File: src/rtl/wb_arb_pkg.sv
// rtl/wb_arb_pkg.sv - shared definitions for the Wishbone master arbiter
// Purpose: FSM state encoding, port-count limit and width helpers.
// Ports:   none (package).
package wb_arb_pkg;

   localparam int MAX_PORTS = 4;

   typedef enum logic [1:0] {
      ST_IDLE  = 2'd0,
      ST_GRANT = 2'd1,
      ST_TOERR = 2'd2
   } arb_state_e;

   // Watchdog width; a disabled watchdog still gets one bit so the
   // register declaration stays legal.
   function automatic int wd_width(input int timeout);
      return (timeout > 0) ? $clog2(timeout + 1) : 1;
   endfunction

endpackage

File: src/rtl/wb_arb_rr_sel.sv
// rtl/wb_arb_rr_sel.sv - rotating-mask priority encoder for the arbiter
// Purpose: pick one requester, searching from start_i (round robin) or
//          from index 0 (fixed priority).
// Ports:   req_i   requests, one bit per master
//          start_i first index searched when ROUND_ROBIN != 0
//          gnt_o   one-hot winner (0 when nobody requests)
//          idx_o   binary index of the winner
module wb_arb_rr_sel #(
   parameter int PORTS       = 2,
   parameter int IDXW        = 1,
   parameter int ROUND_ROBIN = 1
) (
   input  logic [PORTS-1:0] req_i,
   input  logic [IDXW-1:0]  start_i,
   output logic [PORTS-1:0] gnt_o,
   output logic [IDXW-1:0]  idx_o
);

   localparam logic [IDXW:0] PORTS_W = PORTS[IDXW:0];

   logic [IDXW:0] pos;
   logic          found;

   always_comb begin
      gnt_o = '0;
      idx_o = '0;
      found = 1'b0;
      pos   = '0;
      for (int i = 0; i < PORTS; i++) begin
         // One spare bit holds start+i before the wrap back into range.
         pos = ((ROUND_ROBIN != 0) ? {1'b0, start_i} : '0) + i[IDXW:0];
         if (pos >= PORTS_W) pos = pos - PORTS_W;
         if (!found && req_i[pos[IDXW-1:0]]) begin
            found                  = 1'b1;
            gnt_o[pos[IDXW-1:0]]   = 1'b1;
            idx_o                  = pos[IDXW-1:0];
         end
      end
   end

endmodule

File: src/rtl/wb_master_arbiter.sv
// rtl/wb_master_arbiter.sv - shares one Wishbone slave among several masters
// Purpose: round-robin / fixed-priority arbiter holding the grant for the
//          owner's whole cyc, with a watchdog that errors out stalled strobes.
// Ports:   m_*_i / m_*_o  packed master-side buses, port k at slice k
//          wb_*_o / wb_*_i slave-side bus
//          grant, grant_valid  current owner (status)
//          timeout_event       one-cycle pulse while the forced error is sent
module wb_master_arbiter #(
   parameter int PORTS           = 2,
   parameter int WB_DATA_WIDTH   = 32,
   parameter int WB_ADDR_WIDTH   = 32,
   parameter int WB_SELECT_WIDTH = WB_DATA_WIDTH / 8,
   parameter int ROUND_ROBIN     = 1,
   parameter int TIMEOUT         = 256
) (
   input  logic                               clk,
   input  logic                               rst_n,
   input  logic [PORTS*WB_ADDR_WIDTH-1:0]     m_adr_i,
   input  logic [PORTS*WB_DATA_WIDTH-1:0]     m_dat_i,
   output logic [WB_DATA_WIDTH-1:0]           m_dat_o,
   input  logic [PORTS-1:0]                   m_we_i,
   input  logic [PORTS*WB_SELECT_WIDTH-1:0]   m_sel_i,
   input  logic [PORTS-1:0]                   m_stb_i,
   input  logic [PORTS-1:0]                   m_cyc_i,
   output logic [PORTS-1:0]                   m_ack_o,
   output logic [PORTS-1:0]                   m_err_o,
   output logic [WB_ADDR_WIDTH-1:0]           wb_adr_o,
   input  logic [WB_DATA_WIDTH-1:0]           wb_dat_i,
   output logic [WB_DATA_WIDTH-1:0]           wb_dat_o,
   output logic                               wb_we_o,
   output logic [WB_SELECT_WIDTH-1:0]         wb_sel_o,
   output logic                               wb_stb_o,
   input  logic                               wb_ack_i,
   input  logic                               wb_err_i,
   output logic                               wb_cyc_o,
   output logic [PORTS-1:0]                   grant,
   output logic                               grant_valid,
   output logic                               timeout_event
);

   import wb_arb_pkg::*;

   localparam int IDXW = $clog2(PORTS);
   localparam int WDW  = wd_width(TIMEOUT);
   localparam int PM1  = PORTS - 1;
   localparam logic [IDXW-1:0] LAST_IDX = PM1[IDXW-1:0];
   localparam logic [WDW-1:0]  TO_W     = TIMEOUT[WDW-1:0];

   arb_state_e       state_q;
   logic [PORTS-1:0] grant_q;
   logic [IDXW-1:0]  gidx_q;
   logic [IDXW-1:0]  rr_ptr_q;
   logic [WDW-1:0]   wd_q;
   logic             tev_q;

   logic [PORTS-1:0] sel_gnt;
   logic [IDXW-1:0]  sel_idx;
   logic [IDXW-1:0]  ptr_d;
   logic [WDW-1:0]   wd_d;
   logic             cyc_g;
   logic             stb_g;

   wb_arb_rr_sel #(
      .PORTS       (PORTS),
      .IDXW        (IDXW),
      .ROUND_ROBIN (ROUND_ROBIN)
   ) u_sel (
      .req_i   (m_cyc_i),
      .start_i (rr_ptr_q),
      .gnt_o   (sel_gnt),
      .idx_o   (sel_idx)
   );

   assign cyc_g = m_cyc_i[gidx_q];
   assign stb_g = m_stb_i[gidx_q] & cyc_g;
   assign ptr_d = (gidx_q == LAST_IDX) ? '0 : gidx_q + 1'b1;
   assign wd_d  = wd_q + 1'b1;

   always_ff @(posedge clk or negedge rst_n) begin
      if (!rst_n) begin
         state_q  <= ST_IDLE;
         grant_q  <= '0;
         gidx_q   <= '0;
         rr_ptr_q <= '0;
         wd_q     <= '0;
         tev_q    <= 1'b0;
      end else begin
         tev_q <= 1'b0;
         case (state_q)
            ST_IDLE: begin
               if (|m_cyc_i) begin
                  state_q <= ST_GRANT;
                  grant_q <= sel_gnt;
                  gidx_q  <= sel_idx;
                  wd_q    <= '0;
               end
            end
            ST_GRANT: begin
               if (!cyc_g) begin
                  state_q  <= ST_IDLE;
                  grant_q  <= '0;
                  rr_ptr_q <= ptr_d;
                  wd_q     <= '0;
               end else if (wb_ack_i || wb_err_i) begin
                  // A response in the expiry cycle beats the watchdog.
                  wd_q <= '0;
               end else if (stb_g && (TIMEOUT != 0)) begin
                  if (wd_d == TO_W) begin
                     state_q <= ST_TOERR;
                     tev_q   <= 1'b1;
                  end
                  wd_q <= wd_d;
               end
            end
            ST_TOERR: begin
               wd_q <= '0;
               if (cyc_g) begin
                  state_q <= ST_GRANT;
               end else begin
                  state_q  <= ST_IDLE;
                  grant_q  <= '0;
                  rr_ptr_q <= ptr_d;
               end
            end
            default: begin
               state_q <= ST_IDLE;
               grant_q <= '0;
            end
         endcase
      end
   end

   // Address/data/select follow the owner unconditionally; only the
   // handshake signals are gated by state.
   always_comb begin
      wb_adr_o = '0;
      wb_dat_o = '0;
      wb_we_o  = 1'b0;
      wb_sel_o = '0;
      for (int k = 0; k < PORTS; k++) begin
         if (gidx_q == k[IDXW-1:0]) begin
            wb_adr_o = m_adr_i[k*WB_ADDR_WIDTH +: WB_ADDR_WIDTH];
            wb_dat_o = m_dat_i[k*WB_DATA_WIDTH +: WB_DATA_WIDTH];
            wb_we_o  = m_we_i[k];
            wb_sel_o = m_sel_i[k*WB_SELECT_WIDTH +: WB_SELECT_WIDTH];
         end
      end
   end

   always_comb begin
      wb_cyc_o = 1'b0;
      wb_stb_o = 1'b0;
      m_ack_o  = '0;
      m_err_o  = '0;
      case (state_q)
         ST_GRANT: begin
            wb_cyc_o        = cyc_g;
            wb_stb_o        = stb_g;
            m_ack_o[gidx_q] = wb_ack_i;
            m_err_o[gidx_q] = wb_err_i;
         end
         ST_TOERR: begin
            // Slave responses this cycle belong to the abandoned strobe.
            wb_cyc_o        = cyc_g;
            m_err_o[gidx_q] = 1'b1;
         end
         default: ;
      endcase
   end

   assign m_dat_o       = wb_dat_i;
   assign grant         = grant_q;
   assign grant_valid   = |grant_q;
   assign timeout_event = tev_q;

endmodule

File: config.mk
export PLATFORM = sky130hd
export DESIGN_NAME = wb_master_arbiter
export DESIGN_NICKNAME = d
export VERILOG_FILES = /design/src/rtl/wb_arb_pkg.sv /design/src/rtl/wb_arb_rr_sel.sv /design/src/rtl/wb_master_arbiter.sv
export SDC_FILE = /design/constraint.sdc
export NUM_CORES = 1
export LEC_CHECK = 0
export ABC_AREA = 1
export CAP_MARGIN = 40
export CORE_AREA = 2 2 113 115
export CTS_CLUSTER_DIAMETER = 60
export DETAILED_ROUTE_END_ITERATION = 16
export DIE_AREA = 0 0 115 117
export GPL_ROUTABILITY_DRIVEN = 0
export PLACE_DENSITY = 0.65
export SLEW_MARGIN = 0
export SYNTH_ARGS = -nofsm -noshare
export SYNTH_HDL_FRONTEND = slang
export SYNTH_SLANG_ARGS = --single-unit
File: constraint.sdc
create_clock -name clk -period 4.7 [get_ports clk]
set_clock_uncertainty 0.1 [all_clocks]
set_input_delay 0.705 -clock clk [delete_from_list [all_inputs] [get_ports clk]]
set_output_delay 0.705 -clock clk [all_outputs]
set_load 0.05 [all_outputs]
==> run_results.csv <==
group,metric,value,unit
outcome,status,"completed",
power,intPower,1.01,mW
global_routing,grt_usage,13.3,%
synthesis,syn_area,2160,sq um
finish,multi_input_area,1330,sq um
setup_path,path_max_fanout,46,
finish,final_cells,738,
worst_hold_path,min_path_type,"register to register",
sta,max_freq,0.267,GHz
floorplanning,die-area,13500,sq um
power,switching_power,1.65,mW
finish,final_common_cell,"nand2_1",
job,maxCapViolations,0,
floorplanning,rows,41,
floorplanning,io_pins,289,
setup_path,path_common_cell,"nand2_1",
clock_network,clkSinkCount,16,
clock_network,cts_resized,0,
synthesis,ys_seq_elements,16,
synthesis,synth_cell_type_count,27,
clock_network,clock_path_buffers,2,
sta,setup_violations,0,
clock_network,clk-insertion-delay-late,0.25,ns
routing,wire_per_inst,13.5,microns
setup_path,critical_path.top_delay_family,"buffers and inverters",
power,irDropWorstVdd,0.000251,V
sta,drv_slew,0,
power,pwr-share-clk,7.0,%
clock_network,cts_buffers,3,
finish,regArea,402,sq um
synthesis,ys_seq_area_share,18.5,%
synthesis,syn_area_per_cell,5.33,sq um
clock_network,path_clk_slew,0.05,ns
synthesis,synth_warnings,0,
clock_network,ctsRootBufferMaster,"clkbuf_16",
power,p_comb_share,84.6,%
power,swShare,62.2,%
power,power_density,606,nW/um^2
finish,mostFrequentLayoutCells,"246 x nand2_1, 224 x clkdlybuf4s50_1, 28 x inv_1",
sta,timing.setup.tns,0,ns
clock_network,cts_tree,"done",
finish,syn_to_final_growth,103,%
sta,max_slew.worst_pin.slew,0.818,ns
routing,drt_wl_total,9.94,mm
global_routing,antenna_found_initial,0,
routing,drc,0,
setup_path,cp.required,3.89,ns
finish,drive_gt1_share,3.40,%
setup_path,crit_chain,"inv_2 > buf_4 > nand2_1 > nand2_1 > clkdlybuf4s50_1",
placement,port-buffer-count,224,
power,share_seq_of_total_power,8.4,%
sta,rsz0062_at_grt,"no",
finish,num-fill-cells,1311,
floorplanning,coreArea,12300,sq um
setup_path,crit_arrival,2.94,ns
setup_path,path_class,"register to output pin",
clock_network,postCtsSetupRepairBufs,0,
sta,period_needed,3.74,ns
placement,place_ws,1.15,ns
synthesis,syn-num-nets,589,
routing,first_pass_iters,4,
global_routing,gr-total-overflow,0,
floorplanning,start_util,17.5,%
floorplanning,die_h,117,microns
global_routing,grt_max_degree,47,
routing,via_per_inst,4.09,
placement,dp.cells,734,
global_routing,grt_pass1_wl,14.2,mm
clock_network,hold_buffers,0,
clock_network,htree_levels,1,
sta,max_slew_margin,45.4,%
setup_path,critPathBufInv,3,
sta,fin_ws,0.955,ns
routing,vias,3020,
finish,fin_area,4390,sq um
placement,postPlaceCellArea,4300,sq um
setup_path,endpoint_kind,"output pin",
routing,ant_nets,0,
global_routing,grt_pass1_vias,2838,
setup_path,slowest_delay,0.84,ns
sta,hold_viol,0,
placement,dp_hpwl,8.64,mm
synthesis,synthCells,405,
floorplanning,dieWidth,115,microns
routing,drt_iter0_drc,161,
finish,diodes,0,
sta,fin_crit_sh,79.7,%
sta,holdWs,0.425,ns
power,p_leak,2.08,nW
finish,nNetsFinal,773,
setup_path,slowest_stage,"clkdlybuf4s50_1",
setup_path,start_kind,"register",
## flip-flops by register name (all words and copies together), names as in the netlist
name           flops
rr_ptr_q           1
gidx_q             1
state_q            2
grant              2
timeout_event      1
wd_q               9
## cell type report
cell class,instances,share of cell area [%]
timing repair buffer,227,51.6
multi-input combinational,309,30.3
sequential,16,9.14
tap,150,4.27
inverter,32,2.73
clock buffer,4,2.02
## power by group through the flow
stage	clock network (mW)	registers, mW	logic, mW
6_report	0.186	0.224	2.25
5_1_grt	0.196	0.230	2.38
4_1_cts	0.190	0.228	2.27
3_5_place_dp	0	0.228	2.27
3_3_place_gp	0	0.227	2.25
2_1_floorplan	0	0.200	1.53
## per-stage QoR
| stage | power (mW) | utilization [%] |
|---|---|---|
| after global routing | 2.80 | 35.7 |
| after detailed placement | 2.49 | 35.0 |
| after floorplan | 1.73 | - |
| after global placement | 2.48 | 35.0 |
| final | 2.66 | 35.7 |
| after CTS | 2.69 | 35.7 |
## layer usage
layer / track usage, % / up-vias / wire, microns
li1: - / 1557 / -
met1: 16.4 / 1318 / 4000
met2: 23.8 / 139 / 5000
met3: 3.81 / 6 / 847
met4: 1.93 / 0 / 88
met5: 0 / - / 0
## cell usage after synthesis (all sizes together)
cell,n,area share (%)
nand2,247,43
buf,34,12
inv,32,5.6
dfrtp,16,19
nor2,16,3.2
clkbuf,14,2.4
nand3,12,3.6
o22ai,8,2.3
ha,6,3.5
o21ai,6,1.4
a21oi,5,1.7
nand4,2,0.58
nor3,2,0.46
or2,2,0.70
a31oi,1,0.29
mux2i,1,0.46
o211ai,1,0.35
## worst reg2reg max path, delay by kind of cell (launching register included)
kind	cells	cell delay [ns]
simple gates	4	0.58
compound gates	2	0.50
buf+inv	1	0.73
flops	1	0.63
## final timing paths
| path | slack [ns] | cells after the start | endpoint | from |
|---|---|---|---|---|
| worst max-delay path | 0.96 | 5 | wb_dat_o[14] | gidx_q$_DFFE_PN0P_ |
| worst min-delay path | 0.43 | 2 | grant[1]$_DFFE_PN0P_ | grant[1]$_DFFE_PN0P_ |
| worst max register to register | 2.07 | 7 | wd_q[5]$_DFFE_PN0P_ | gidx_q$_DFFE_PN0P_ |
| worst min register to register | 0.43 | 2 | grant[1]$_DFFE_PN0P_ | grant[1]$_DFFE_PN0P_ |
| max in group asynchronous | 3.20 | 1 | gidx_q$_DFFE_PN0P_ | rst_n |
| min in group asynchronous | 0.79 | 1 | wd_q[6]$_DFFE_PN0P_ | rst_n |
## cell families after synthesis
| kind of cell | count (synthesis) | synth area share (%) |
|---|---|---|
| muxes | 1 | 0.464 |
| and+or+nand+nor | 281 | 51.6 |
| buffers and inverters | 80 | 19.9 |
| AOI/OAI and AO/OA | 21 | 6.03 |
| DFF | 16 | 18.5 |
| adders and majority gates | 6 | 3.48 |
No activity file was read; power rests on OpenSTA's default activity.
